### config.mk
export PLATFORM = sky130hd
export DESIGN_NAME = rx_frame_release_ctrl
export DESIGN_NICKNAME = d
export VERILOG_FILES = /design/src/rtl/rx_pkg.sv /design/src/rtl/rx_frame_desc_fifo.sv /design/src/rtl/rx_frame_release_ctrl.sv
export SDC_FILE = /design/constraint.sdc
export NUM_CORES = 1
export LEC_CHECK = 0
export CAP_MARGIN = 10
export CORE_MARGIN = 2
export CORE_UTILIZATION = 55
export CTS_CLUSTER_SIZE = 24
export DETAILED_ROUTE_END_ITERATION = 10
export DONT_BUFFER_PORTS = 1
export HOLD_SLACK_MARGIN = 0.12
export MAX_ROUTING_LAYER = met4
export PLACE_DENSITY_LB_ADDON = 0.05
export SKIP_LAST_GASP = 1
export SLEW_MARGIN = 10
export SYNTH_ARGS = -nofsm -noshare
export SYNTH_HDL_FRONTEND = slang
export SYNTH_HIERARCHICAL = 1
export SYNTH_SLANG_ARGS = --single-unit
### constraint.sdc
create_clock -name rxclk -period 3.8 [get_ports rxclk]
set_input_delay 0.57 -clock rxclk [delete_from_list [all_inputs] [get_ports rxclk]]
set_output_delay 0.57 -clock rxclk [all_outputs]
set_load 0.05 [all_outputs]
### src/rtl/rx_pkg.sv
// rtl/rx_pkg.sv - shared types for the rx frame release controller
package rx_pkg;

    localparam int LEN_W_DEF = 11;

    // Descriptor word layout is {ok, len[LEN_W-1:0]}; ok sits in the MSB.
    typedef enum logic [1:0] {
        ST_IDLE,
        ST_LOAD,
        ST_DRAIN,
        ST_TAIL
    } rd_state_t;

endpackage

### src/rtl/rx_frame_desc_fifo.sv
// rtl/rx_frame_desc_fifo.sv - small synchronous descriptor FIFO (push/pop/full/empty)
module rx_frame_desc_fifo #(
    parameter int W  = 12,
    parameter int AW = 2
) (
    input  logic         clk,
    input  logic         rst_n,
    input  logic         push,
    input  logic [W-1:0] din,
    input  logic         pop,
    output logic [W-1:0] dout,
    output logic         full,
    output logic         empty
);

    localparam int DEPTH = 2 ** AW;
    localparam logic [AW:0] CNT_FULL = (AW + 1)'(DEPTH);

    logic [W-1:0]  mem [0:DEPTH-1];
    logic [AW-1:0] wr_ptr;
    logic [AW-1:0] rd_ptr;
    logic [AW:0]   count;
    logic          push_ok;
    logic          pop_ok;

    // Full is judged on the pre-pop count, so a push into a full queue is lost
    // even when a pop happens in the same cycle.
    assign full    = (count == CNT_FULL);
    assign empty   = (count == '0);
    assign push_ok = push & ~full;
    assign pop_ok  = pop & ~empty;
    assign dout    = mem[rd_ptr];

    always_ff @(posedge clk or negedge rst_n) begin
        if (!rst_n) begin
            wr_ptr <= '0;
            rd_ptr <= '0;
            count  <= '0;
        end else begin
            if (push_ok) wr_ptr <= wr_ptr + 1'b1;
            if (pop_ok)  rd_ptr <= rd_ptr + 1'b1;
            count <= count + (AW + 1)'(push_ok) - (AW + 1)'(pop_ok);
        end
    end

    always_ff @(posedge clk) begin
        if (push_ok) mem[wr_ptr] <= din;
    end

endmodule

### src/rtl/rx_frame_release_ctrl.sv
// rtl/rx_frame_release_ctrl.sv - releases verdicted rx frames from the data/control FIFOs to the client
// Optional: RX_DROP_BAD_EN masks client byte valids of bad frames.
module rx_frame_release_ctrl
    import rx_pkg::*;
#(
    parameter int LEN_W   = LEN_W_DEF,
    parameter int STAT_AW = 2
) (
    input  logic       rxclk,
    input  logic       reset_n,
    input  logic       wr_word,
    input  logic       wr_frame_end,
    input  logic       crc_done,
    input  logic       crc_ok,
    input  logic       fifo_empty,
    input  logic [7:0] fifo_rxc,
    output logic       fifo_rd_en,
    output logic [7:0] rx_data_valid,
    output logic       rx_good_frame,
    output logic       rx_bad_frame,
    output logic       stat_overflow
);

    localparam logic [LEN_W-1:0] LEN_MAX = '1;
    localparam logic [LEN_W-1:0] LEN_ONE = LEN_W'(1);

    rd_state_t        state, state_nxt;
    logic [LEN_W-1:0] wr_len;
    logic [LEN_W-1:0] pend_len;
    logic [LEN_W-1:0] frame_len;
    logic [LEN_W-1:0] push_len;
    logic [LEN_W-1:0] rd_cnt;
    logic             frame_end;
    logic             desc_push;
    logic [LEN_W:0]   q_dout;
    logic             q_full;
    logic             q_empty;
    logic             rd;
    logic             rd_v;
    logic             last_v;
    logic             bad;

    assign frame_end = wr_word & wr_frame_end;
    assign frame_len = (wr_len == LEN_MAX) ? LEN_MAX : wr_len + LEN_ONE;
    // A verdict arriving with the last word takes the live count; pend_len is not yet loaded.
    assign push_len  = frame_end ? frame_len : pend_len;
    assign desc_push = crc_done & (push_len != '0);

    always_ff @(posedge rxclk or negedge reset_n) begin
        if (!reset_n) begin
            wr_len        <= '0;
            pend_len      <= '0;
            stat_overflow <= 1'b0;
        end else begin
            if (frame_end)
                wr_len <= '0;
            else if (wr_word && wr_len != LEN_MAX)
                wr_len <= wr_len + LEN_ONE;

            if (crc_done)
                pend_len <= '0;
            else if (frame_end)
                pend_len <= frame_len;

            if (desc_push && q_full)
                stat_overflow <= 1'b1;
        end
    end

    rx_frame_desc_fifo #(
        .W  (LEN_W + 1),
        .AW (STAT_AW)
    ) u_desc_fifo (
        .clk   (rxclk),
        .rst_n (reset_n),
        .push  (desc_push),
        .din   ({crc_ok, push_len}),
        .pop   (state == ST_LOAD),
        .dout  (q_dout),
        .full  (q_full),
        .empty (q_empty)
    );

    always_comb begin
        state_nxt = state;
        rd        = 1'b0;
        case (state)
            ST_IDLE:  if (!q_empty) state_nxt = ST_LOAD;
            ST_LOAD:  state_nxt = ST_DRAIN;
            ST_DRAIN: begin
                rd = (rd_cnt != '0) & ~fifo_empty;
                if (rd && rd_cnt == LEN_ONE) state_nxt = ST_TAIL;
            end
            ST_TAIL:  state_nxt = q_empty ? ST_IDLE : ST_LOAD;
            default:  state_nxt = ST_IDLE;
        endcase
    end

    always_ff @(posedge rxclk or negedge reset_n) begin
        if (!reset_n) begin
            state  <= ST_IDLE;
            rd_cnt <= '0;
            bad    <= 1'b0;
            rd_v   <= 1'b0;
            last_v <= 1'b0;
        end else begin
            state <= state_nxt;
            if (state == ST_LOAD) begin
                rd_cnt <= q_dout[LEN_W-1:0];
                bad    <= ~q_dout[LEN_W];
            end else if (rd) begin
                rd_cnt <= rd_cnt - LEN_ONE;
            end
            rd_v   <= rd;
            last_v <= rd & (rd_cnt == LEN_ONE);
        end
    end

    assign fifo_rd_en    = rd;
    assign rx_good_frame = last_v & ~bad;
    assign rx_bad_frame  = last_v & bad;

    // bad holds from LOAD through TAIL, covering the final word's valid cycle.
`ifdef RX_DROP_BAD_EN
    assign rx_data_valid = (rd_v & ~bad) ? fifo_rxc : 8'h00;
`else
    assign rx_data_valid = rd_v ? fifo_rxc : 8'h00;
`endif

endmodule

==> flow_metrics.env, run 1 <==
export IMPL_status="finished, final reports clean"
export IMPL_setup_violations=0
export IMPL_synthToLayoutAreaGrowth_pct=6.47
export IMPL_worst_pin_slew_ps=1080
export IMPL_drtIter0Drc=103
export IMPL_gp_congestion=0.855
export IMPL_numPortBuffers=0
export IMPL_whs_ps=265
export IMPL_power_w=0.00316
export IMPL_r2r_cells=13
export IMPL_p_leak_nw=1.95
export IMPL_clock_sinks=94
export IMPL_hold_violations=0
export IMPL_clk_insertion_delay_late_ps=360
export IMPL_final_common_cell="edfxtp_1"
export IMPL_io_pins=27
export IMPL_synth_seq_cells=94
export IMPL_hpwlAfterDp_um=5810
export IMPL_routedWlPerCell_um=17.4
export IMPL_synth_edff_count=48
export IMPL_tritoncts="yes"
export IMPL_dr_pass1_iters=4
export IMPL_layout_drive_gt1_share_pct=14.1
export IMPL_vias_per_cell=5.96
export IMPL_critPathCaptureType="flip-flop"
export IMPL_vias=2910
export IMPL_critPathLaunchType="flip-flop"
export IMPL_overflow=0
export IMPL_worst_slack_ps=323
export IMPL_syn_nets=403
export IMPL_seq_area_frac_synth_pct=55.2
export IMPL_die_w_um=96.4
export IMPL_start_util_pct=56.9
export IMPL_finalSetupTns_ps=0
export IMPL_drv_cap=0
export IMPL_num_antenna_cells=0
export IMPL_critPathMaxFanout=9
export IMPL_final_antenna_net_count=0
export IMPL_post_cts_buffers=0
export IMPL_antenna_found_initial=0
export IMPL_route_detailed_drc=0
export IMPL_period_share_pct=91.5
export IMPL_core_area_sq_mm=0.00826
export IMPL_criticalPathCategory="flip-flop to flip-flop"
export IMPL_rows=33
export IMPL_cts_root_buffer="clkbuf_8"
export IMPL_synth_cell_types=59
export IMPL_cts_htree_levels=3
export IMPL_synth_area_per_cell_sq_um=12.6
export IMPL_clkTransAtPathRegs_ps=90
export IMPL_yosysWarnings=6
export IMPL_grt_first_pass_wirelength_um=14100
export IMPL_cts_inserted_buffers=9
export IMPL_clockBufferDepth=2
export IMPL_finClkSkew_ps=14.3
export IMPL_ir_worst_vdd_mv=0.285
export IMPL_fmax_ghz=0.288
export IMPL_synthCells=372
export IMPL_die_y_um=96.4
export IMPL_dp_slack_ps=229
export IMPL_top_usage_layer="met2"
export IMPL_grtUsageMet3_pct=3.18
export IMPL_min_path_cells=1
export IMPL_grt_usage_pct=21.1
export IMPL_fill_cells=656
export IMPL_power_density_mw_per_mm2=631
export IMPL_ys_flop_type="edfxtp_1"
export IMPL_nNetsFinal=409
export IMPL_slew_headroom_pct=28.3
export IMPL_synthesis_area_sq_mm=0.00470
export IMPL_grt_pass1_vias=2850
export IMPL_arrival_ps=3730
export IMPL_slew_viol_final=0
export IMPL_hold_path_class="input pin to flip-flop"
export IMPL_required_ps=4050
export IMPL_die_area_sq_mm=0.00929
export IMPL_grt_util_met2_pct=34.6
export IMPL_min_period_ps=3480
export IMPL_met1_usage_pct=26.0
export IMPL_synthArstFlopShare_pct=48.9
export IMPL_grt_max_degree=47
export IMPL_final_cell_mix="edfxtp_1, dfrtp_1, nand2_1"
export IMPL_drt_wl_total_um=8470
export IMPL_rsz0062_at_grt="false"
==> logic make-up (layout without fill, tap and decap cells) <==
kind of cell    Yosys count  after routing  synth area share, %
compound gates           58             58                 8.31
xor+xnor                 19             19                 3.54
fa+ha+maj                16             16                 4.42
buf+inv                  36             47                 4.71
flops                    94             94                 55.2
mux                      16             16                 7.01
simple gates            133            133                 16.8
==> worst paths after layout <==
| path | slack (ps) | start | to |
|---|---|---|---|
| max | 320 | wr_len[0] | u_desc_fifo/count[2] |
| min | 260 | crc_done | pend_len[7] |
| max reg2reg | 320 | wr_len[0] | u_desc_fifo/count[2] |
| min reg2reg | 560 | bad | bad |
| max in group asynchronous | 2860 | reset_n | wr_len[6] |
| min in group asynchronous | 690 | reset_n | rd_cnt[0] |
==> metal layers <==
layer	routed length, um	up-vias	share of wire (%)
met5	0	-	0
met4	221	0	2.6
met2	4150	60	49
li1	-	1384	-
met3	256	20	3.0
met1	3840	1446	45
==> cells in the mapped netlist, types with 3 or more instances <==
| cell | count | area, sq um |
|---|---|---|
| nand4_1 | 5 | 31.3 |
| nor2b_1 | 3 | 18.8 |
| mux4_1 | 4 | 105 |
| dfrtp_1 | 46 | 1150 |
| edfxtp_1 | 48 | 1440 |
| or3_1 | 3 | 18.8 |
| nand2_1 | 25 | 93.8 |
| ha_1 | 15 | 188 |
| nor2_1 | 20 | 75.1 |
| a211o_1 | 3 | 26.3 |
| xor2_1 | 9 | 78.8 |
| buf_6 | 5 | 56.3 |
| and3_1 | 3 | 18.8 |
| a21oi_1 | 8 | 40.0 |
| xnor2_1 | 10 | 87.6 |
| inv_1 | 17 | 63.8 |
| a31oi_1 | 6 | 37.5 |
| o211ai_1 | 3 | 22.5 |
| o31ai_1 | 6 | 45.0 |
| nor3_1 | 9 | 45.0 |
| buf_2 | 7 | 35.0 |
| nor4_1 | 3 | 18.8 |
| nand3_1 | 11 | 55.1 |
| and3b_1 | 4 | 35.0 |
| mux4_2 | 8 | 180 |
| and2_1 | 20 | 125 |
| nand4b_1 | 3 | 26.3 |
| a41oi_1 | 3 | 26.3 |
| nand2b_1 | 6 | 37.5 |
| clkbuf_1 | 3 | 11.3 |
| o21ai_0 | 20 | 100 |
==> final cells by class <==
type | instances | area, sq um | area share (%)
sequential | 94 | 2590 | 51.8
multi-input combinational | 242 | 1900 | 37.9
tap | 105 | 131 | 2.63
clock buffer | 10 | 128 | 2.55
timing repair buffer | 14 | 128 | 2.55
inverter | 17 | 63.8 | 1.28
clock inverter | 6 | 61.3 | 1.23
==> registers in the layout (all words and copies together) (netlist names), 2 cells and up <==
signal / count
rd_cnt: 11
state: 2
u_desc_fifo/rd_ptr: 2
pend_len: 11
u_desc_fifo/count: 3
u_desc_fifo/wr_ptr: 2
u_desc_fifo/mem: 48
wr_len: 11
==> critical path, stage by stage, from the launching register on <==
cell,delay [ps]
dfrtp_1,460
ha_1,310
and3_1,390
nand3_2,250
a41oi_2,380
nor4_2,120
a31oi_1,240
nand2b_1,90
ha_1,280
inv_1,40
ha_1,180
fa_1,380
xnor2_1,140
xnor2_1,130
==> power breakdown <==
group	internal (W)	switching [W]	total [W]	leakage (nW)
registers	0.00131	0.000258	0.00157	1.04
clock network	0.000304	0.000343	0.000646	0.0981
logic	0.000446	0.000493	0.000939	0.815
total	0.00206	0.00109	0.00316	1.95
==> metrics by stage <==
step | instances | util, % | instance area, sq um
finish | 488 | 60.6 | 5000
global route | 488 | 60.6 | 5000
CTS | 488 | 60.5 | 4990
detailed placement | 470 | 57.7 | 4770
global placement | 470 | 57.7 | 4770
floorplan | 372 | - | 4700
==> what timing repair did <==
item                                   in CTS  in global routing
setup endpoints to repair                   0                  1
resized for setup                           0                  1
hold buffers                                2                  0
endpoints found under the hold margin      46                  0
Power figures use the tool's default switching activity.
==> run 2: changes to the inputs <==
--- a/config.mk
+++ b/config.mk
@@ -6,7 +6,6 @@
 export NUM_CORES = 1
 export LEC_CHECK = 0
 export CAP_MARGIN = 10
-export CORE_MARGIN = 2
 export CORE_UTILIZATION = 55
 export CTS_CLUSTER_SIZE = 24
 export DETAILED_ROUTE_END_ITERATION = 10
==> run 2 against run 1 <==
Net effect:
- global-route usage up 1.5 points
- non-clock buffer count unchanged
- cell count unchanged
- register-to-register slack better by 40 ps
- highest routed layer unchanged
==> flow_metrics.env, run 2 (synthesis results as in run 1) <==
export IMPL_status="finished, final reports clean"
export IMPL_p_leak_nw=1.97
export IMPL_setup_violations=0
export IMPL_vias=2884
export IMPL_gp_congestion=0.910
export IMPL_core_area_sq_mm=0.00826
export IMPL_num_antenna_cells=0
export IMPL_drtIter0Drc=124
export IMPL_synthToLayoutAreaGrowth_pct=7.14
export IMPL_drv_cap=0
export IMPL_largest_reg_flops=48
export IMPL_die_area_sq_mm=0.00891
export IMPL_route_detailed_drc=0
export IMPL_dr_pass1_iters=4
export IMPL_numPortBuffers=0
export IMPL_fill_cells=678
export IMPL_grt_first_pass_wirelength_um=14300
export IMPL_period_share_pct=90.3
export IMPL_rows=33
export IMPL_grt_max_degree=47
export IMPL_r2r_end="u_desc_fifo/count[2]"
export IMPL_hpwlAfterDp_um=6000
export IMPL_grtUsageMet3_pct=4.59
export IMPL_clk_insertion_delay_late_ps=370
export IMPL_required_ps=4060
export IMPL_top_usage_layer="met2"
export IMPL_largest_register="u_desc_fifo/mem"
export IMPL_nNetsFinal=409
export IMPL_min_period_ps=3430
export IMPL_tritoncts="yes"
export IMPL_reg2reg_from="wr_len[0]"
export IMPL_vias_per_cell=5.91
export IMPL_utilization_pct=60.9
export IMPL_critPathCaptureType="flip-flop"
export IMPL_die_y_um=94.4
export IMPL_io_pins=27
export IMPL_overflow=0
export IMPL_drt_wl_total_um=8690
export IMPL_layout_drive_gt1_share_pct=14.6
export IMPL_worst_pin_slew_ps=1080
export IMPL_final_antenna_net_count=0
export IMPL_die_w_um=94.4
export IMPL_fmax_ghz=0.291
export IMPL_critPathMaxFanout=9
export IMPL_min_to="pend_len[7]"
export IMPL_cts_root_buffer="clkbuf_8"
export IMPL_cts_htree_levels=3
export IMPL_min_path_cells=1
export IMPL_routedWlPerCell_um=17.8
export IMPL_r2r_setup_slack_ps=370
export IMPL_critPathLaunchType="flip-flop"
export IMPL_power_density_mw_per_mm2=649
export IMPL_hold_violations=0
export IMPL_criticalPathCategory="flip-flop to flip-flop"
export IMPL_grt_util_met2_pct=36.9
export IMPL_grt_pass1_vias=2846
export IMPL_met1_usage_pct=27.8
export IMPL_final_cell_mix="edfxtp_1, dfrtp_1, nand2_1"
export IMPL_hold_path_class="input pin to flip-flop"
export IMPL_slew_viol_final=0
export IMPL_final_common_cell="edfxtp_1"
export IMPL_regArea_sq_mm=0.00259
export IMPL_multiInputGateArea_sq_mm=0.00190
export IMPL_cts_inserted_buffers=9
export IMPL_grt_usage_pct=22.6
export IMPL_clockBufferDepth=2
export IMPL_finalSetupTns_ps=0
export IMPL_arrival_ps=3690
export IMPL_finClkSkew_ps=14.7
export IMPL_hp_start="crc_done"
export IMPL_rsz0062_at_grt="false"
export IMPL_clkTransAtPathRegs_ps=90
export IMPL_antenna_found_initial=0
export IMPL_post_cts_buffers=0
export IMPL_ir_worst_vdd_mv=0.371
export IMPL_r2r_cells=13
export IMPL_clock_sinks=94
export IMPL_slew_headroom_pct=28.2
export IMPL_start_util_pct=56.9
## run 2: cell types whose count changed in the layout (fill, tap and decap cells not counted), sizes merged
cell	before	now
inv	18	20
clkinv	4	1
bufinv	1	2
## run 2: final cells by class
type / instances / area share [%]
Clock buffer: 10 / 2.54
Inverter: 17 / 1.27
Clock inverter: 6 / 1.82
Timing Repair Buffer: 14 / 2.54
Tap cell: 105 / 2.61
Sequential cell: 94 / 51.5
Multi-Input combinational cell: 242 / 37.7
## run 2: what timing repair did
action / CTS / global route
hold buffers: 2 / 0
endpoints found under the setup margin: 0 / 1
resized for setup: 0 / 2
hold endpoints to repair: 46 / 0
## run 2: worst max-delay path by stage
stage,slack [ps],from,endpoint,cells after the start
after floorplan,540,wr_frame_end,u_desc_fifo/count[2],14
final,370,wr_len[0],u_desc_fifo/count[2],13
after global placement,420,wr_len[0],u_desc_fifo/count[2],13
after global routing,140,wr_len[0],u_desc_fifo/count[2],13
after CTS,210,wr_len[0],u_desc_fifo/count[2],13
after detailed placement,230,wr_len[0],u_desc_fifo/count[2],13
## run 2: where the power goes
group	switching [W]	internal, W
Sequential	0.000261	0.00131
Clock	0.000359	0.000377
Combinational	0.000502	0.000451
Total	0.00112	0.00214
## run 2: metal layers
metal / part of all wire [%] / vias to the layer above
met2: 50 / 81
met4: 1.8 / 0
met3: 4.0 / 12
li1: - / 1384
met1: 44 / 1407
met5: 0 / -
## run 2: worst max-delay path: stages (launching register included)
cell and delay (ps):
dfrtp_1 470, ha_1 300, and3_2 330, nand3_2 210, a41oi_2 410, nor4_2 110, a31oi_1 260, nand2b_1 100
ha_1 280, inv_1 40, ha_1 180, fa_1 380, xnor2_1 150, xnor2_1 130
## run 2: through the flow
stage                     hold WS, ps  std cells  setup slack [ps]  power [W]  cell area (sq um)
after detailed placement          275        470               229    0.00255               4770
after global routing              246        488               135    0.00348               5030
after global placement            275        470               424    0.00251               4770
after floorplan                   274        372               538    0.00233               4700
after CTS                         250        488               206    0.00330               5020
final                             266        488               367    0.00326               5030
==> run 3: changes to the inputs <==
--- a/config.mk
+++ b/config.mk
@@ -10,10 +10,9 @@
 export CTS_CLUSTER_SIZE = 24
 export DETAILED_ROUTE_END_ITERATION = 10
 export DONT_BUFFER_PORTS = 1
-export HOLD_SLACK_MARGIN = 0.12
+export HOLD_SLACK_MARGIN = 0.15
 export MAX_ROUTING_LAYER = met4
-export PLACE_DENSITY_LB_ADDON = 0.05
-export SKIP_LAST_GASP = 1
+export PLACE_DENSITY_LB_ADDON = 0.2
 export SLEW_MARGIN = 10
 export SYNTH_ARGS = -nofsm -noshare
 export SYNTH_HDL_FRONTEND = slang
==> run 3 against run 2 <==
Net effect:
- first-iteration DRC count fell by 7.3%
- via count shrank 0.55%
- maximum frequency grew 1.3%
- combinational power barely moved
- critical path type unchanged
==> flow_metrics.env, run 3 (synthesis results as in run 1) <==
export IMPL_status="finished, final reports clean"
export IMPL_arrival_ps=3670
export IMPL_r2r_setup_slack_ps=410
export IMPL_ir_worst_vdd_mv=0.206
export IMPL_dp_cells=469
export IMPL_cts_inserted_buffers=9
export IMPL_post_cts_buffers=0
export IMPL_rows=33
export IMPL_largest_register="u_desc_fifo/mem"
export IMPL_drtIter0Drc=115
export IMPL_die_y_um=94.4
export IMPL_top_usage_layer="met2"
export IMPL_clockBufferDepth=2
export IMPL_numPortBuffers=0
export IMPL_placed_cell_area_sq_mm=0.00476
export IMPL_fin_cells=487
export IMPL_clk_insertion_delay_late_ps=360
export IMPL_utilization_pct=60.6
export IMPL_cts_root_buffer="clkbuf_8"
export IMPL_die_w_um=94.4
export IMPL_grt_util_met2_pct=34.2
export IMPL_slew_viol_final=0
export IMPL_synthToLayoutAreaGrowth_pct=6.55
export IMPL_grt_first_pass_wirelength_um=13700
export IMPL_cts_htree_levels=3
export IMPL_die_area_sq_mm=0.00891
export IMPL_criticalPathCategory="flip-flop to flip-flop"
export IMPL_min_path_cells=1
export IMPL_hpwlAfterDp_um=5780
export IMPL_drt_wl_total_um=8470
export IMPL_period_share_pct=89.2
export IMPL_finalSetupTns_ps=0
export IMPL_fmax_ghz=0.295
export IMPL_critPathMaxFanout=9
export IMPL_regArea_sq_mm=0.00259
export IMPL_power_density_mw_per_mm2=639
export IMPL_start_util_pct=56.9
export IMPL_grtUsageMet3_pct=3.86
export IMPL_route_detailed_drc=0
export IMPL_met1_usage_pct=27.4
export IMPL_nNetsFinal=408
export IMPL_multiInputGateArea_sq_mm=0.00189
export IMPL_power_w=0.00320
export IMPL_layout_drive_gt1_share_pct=14.4
export IMPL_min_period_ps=3390
export IMPL_slew_headroom_pct=28.0
export IMPL_final_common_cell="edfxtp_1"
export IMPL_hold_path_class="input pin to flip-flop"
export IMPL_rsz0062_at_grt="false"
export IMPL_vias_per_cell=5.89
export IMPL_grt_pass1_vias=2794
export IMPL_grt_max_degree=47
export IMPL_tritoncts="yes"
export IMPL_final_cell_mix="edfxtp_1, dfrtp_1, nand2_1"
export IMPL_io_pins=27
export IMPL_required_ps=4080
export IMPL_num_antenna_cells=0
export IMPL_setup_violations=0
export IMPL_worst_pin_slew_ps=1080
export IMPL_vias=2868
export IMPL_final_antenna_net_count=0
export IMPL_finClkSkew_ps=12.2
export IMPL_gp_congestion=0.926
export IMPL_antenna_found_initial=0
export IMPL_clock_sinks=94
export IMPL_r2r_cells=13
export IMPL_critPathLaunchType="flip-flop"
export IMPL_drv_cap=0
export IMPL_grt_usage_pct=21.4
export IMPL_routedWlPerCell_um=17.4
export IMPL_overflow=0
export IMPL_clkTransAtPathRegs_ps=100
export IMPL_core_area_sq_mm=0.00826
export IMPL_largest_reg_flops=48
export IMPL_p_leak_nw=1.95
export IMPL_dr_pass1_iters=4
export IMPL_design_area_sq_mm=0.00500
export IMPL_critPathCaptureType="flip-flop"
export IMPL_fill_cells=647
export IMPL_hold_violations=0
run 3: worst paths after layout:
path / from / to
worst max-delay path: wr_len[0] / u_desc_fifo/count[2]
worst min-delay path: crc_done / pend_len[7]
worst max register to register: wr_len[0] / u_desc_fifo/count[2]
worst min register to register: bad / bad
max in group asynchronous: reset_n / wr_len[7]
min in group asynchronous: reset_n / rd_v
run 3: routing by layer:
layer	share of wire, %	up-vias
met2	49	65
met1	46	1421
li1	-	1370
met4	1.6	0
met3	3.6	12
met5	0	-
run 3: repair_timing:
item                                    4_1_cts  5_1_grt
endpoints found under the hold margin        46        0
resized for setup                             0        1
hold buffers                                  2        0
endpoints found under the setup margin        0        1
run 3: critical path: stages, from the launching register on:
cell,delay (ps)
dfrtp_1,450
ha_1,310
and3_2,330
nand3_2,200
a41oi_2,400
nor4_2,120
a31oi_1,240
nand2b_1,90
ha_1,270
inv_1,40
ha_1,180
fa_1,380
xnor2_1,180
xnor2_1,130
run 3: cell type report:
| class | count | share of cell area [%] |
|---|---|---|
| Clock buffer | 10 | 2.75 |
| Clock inverter | 6 | 1.35 |
| Inverter | 17 | 1.28 |
| Multi-Input combinational cell | 242 | 37.8 |
| Sequential cell | 94 | 51.8 |
| Tap cell | 105 | 2.63 |
| Timing Repair Buffer | 13 | 2.40 |
run 3: per-stage QoR:
stage | hold slack, ps | setup WS (ps)
2_1_floorplan | 274 | 538
3_3_place_gp | 276 | 483
3_5_place_dp | 276 | 334
4_1_cts | 249 | 292
5_1_grt | 245 | 112
6_report | 261 | 409
run 3: power by group:
| group | total (W) | switching, W | internal (W) | leakage (nW) |
|---|---|---|---|---|
| Combinational | 0.000952 | 0.000503 | 0.000449 | 0.809 |
| Sequential | 0.00157 | 0.000259 | 0.00131 | 1.04 |
| Clock | 0.000674 | 0.000349 | 0.000326 | 0.0993 |
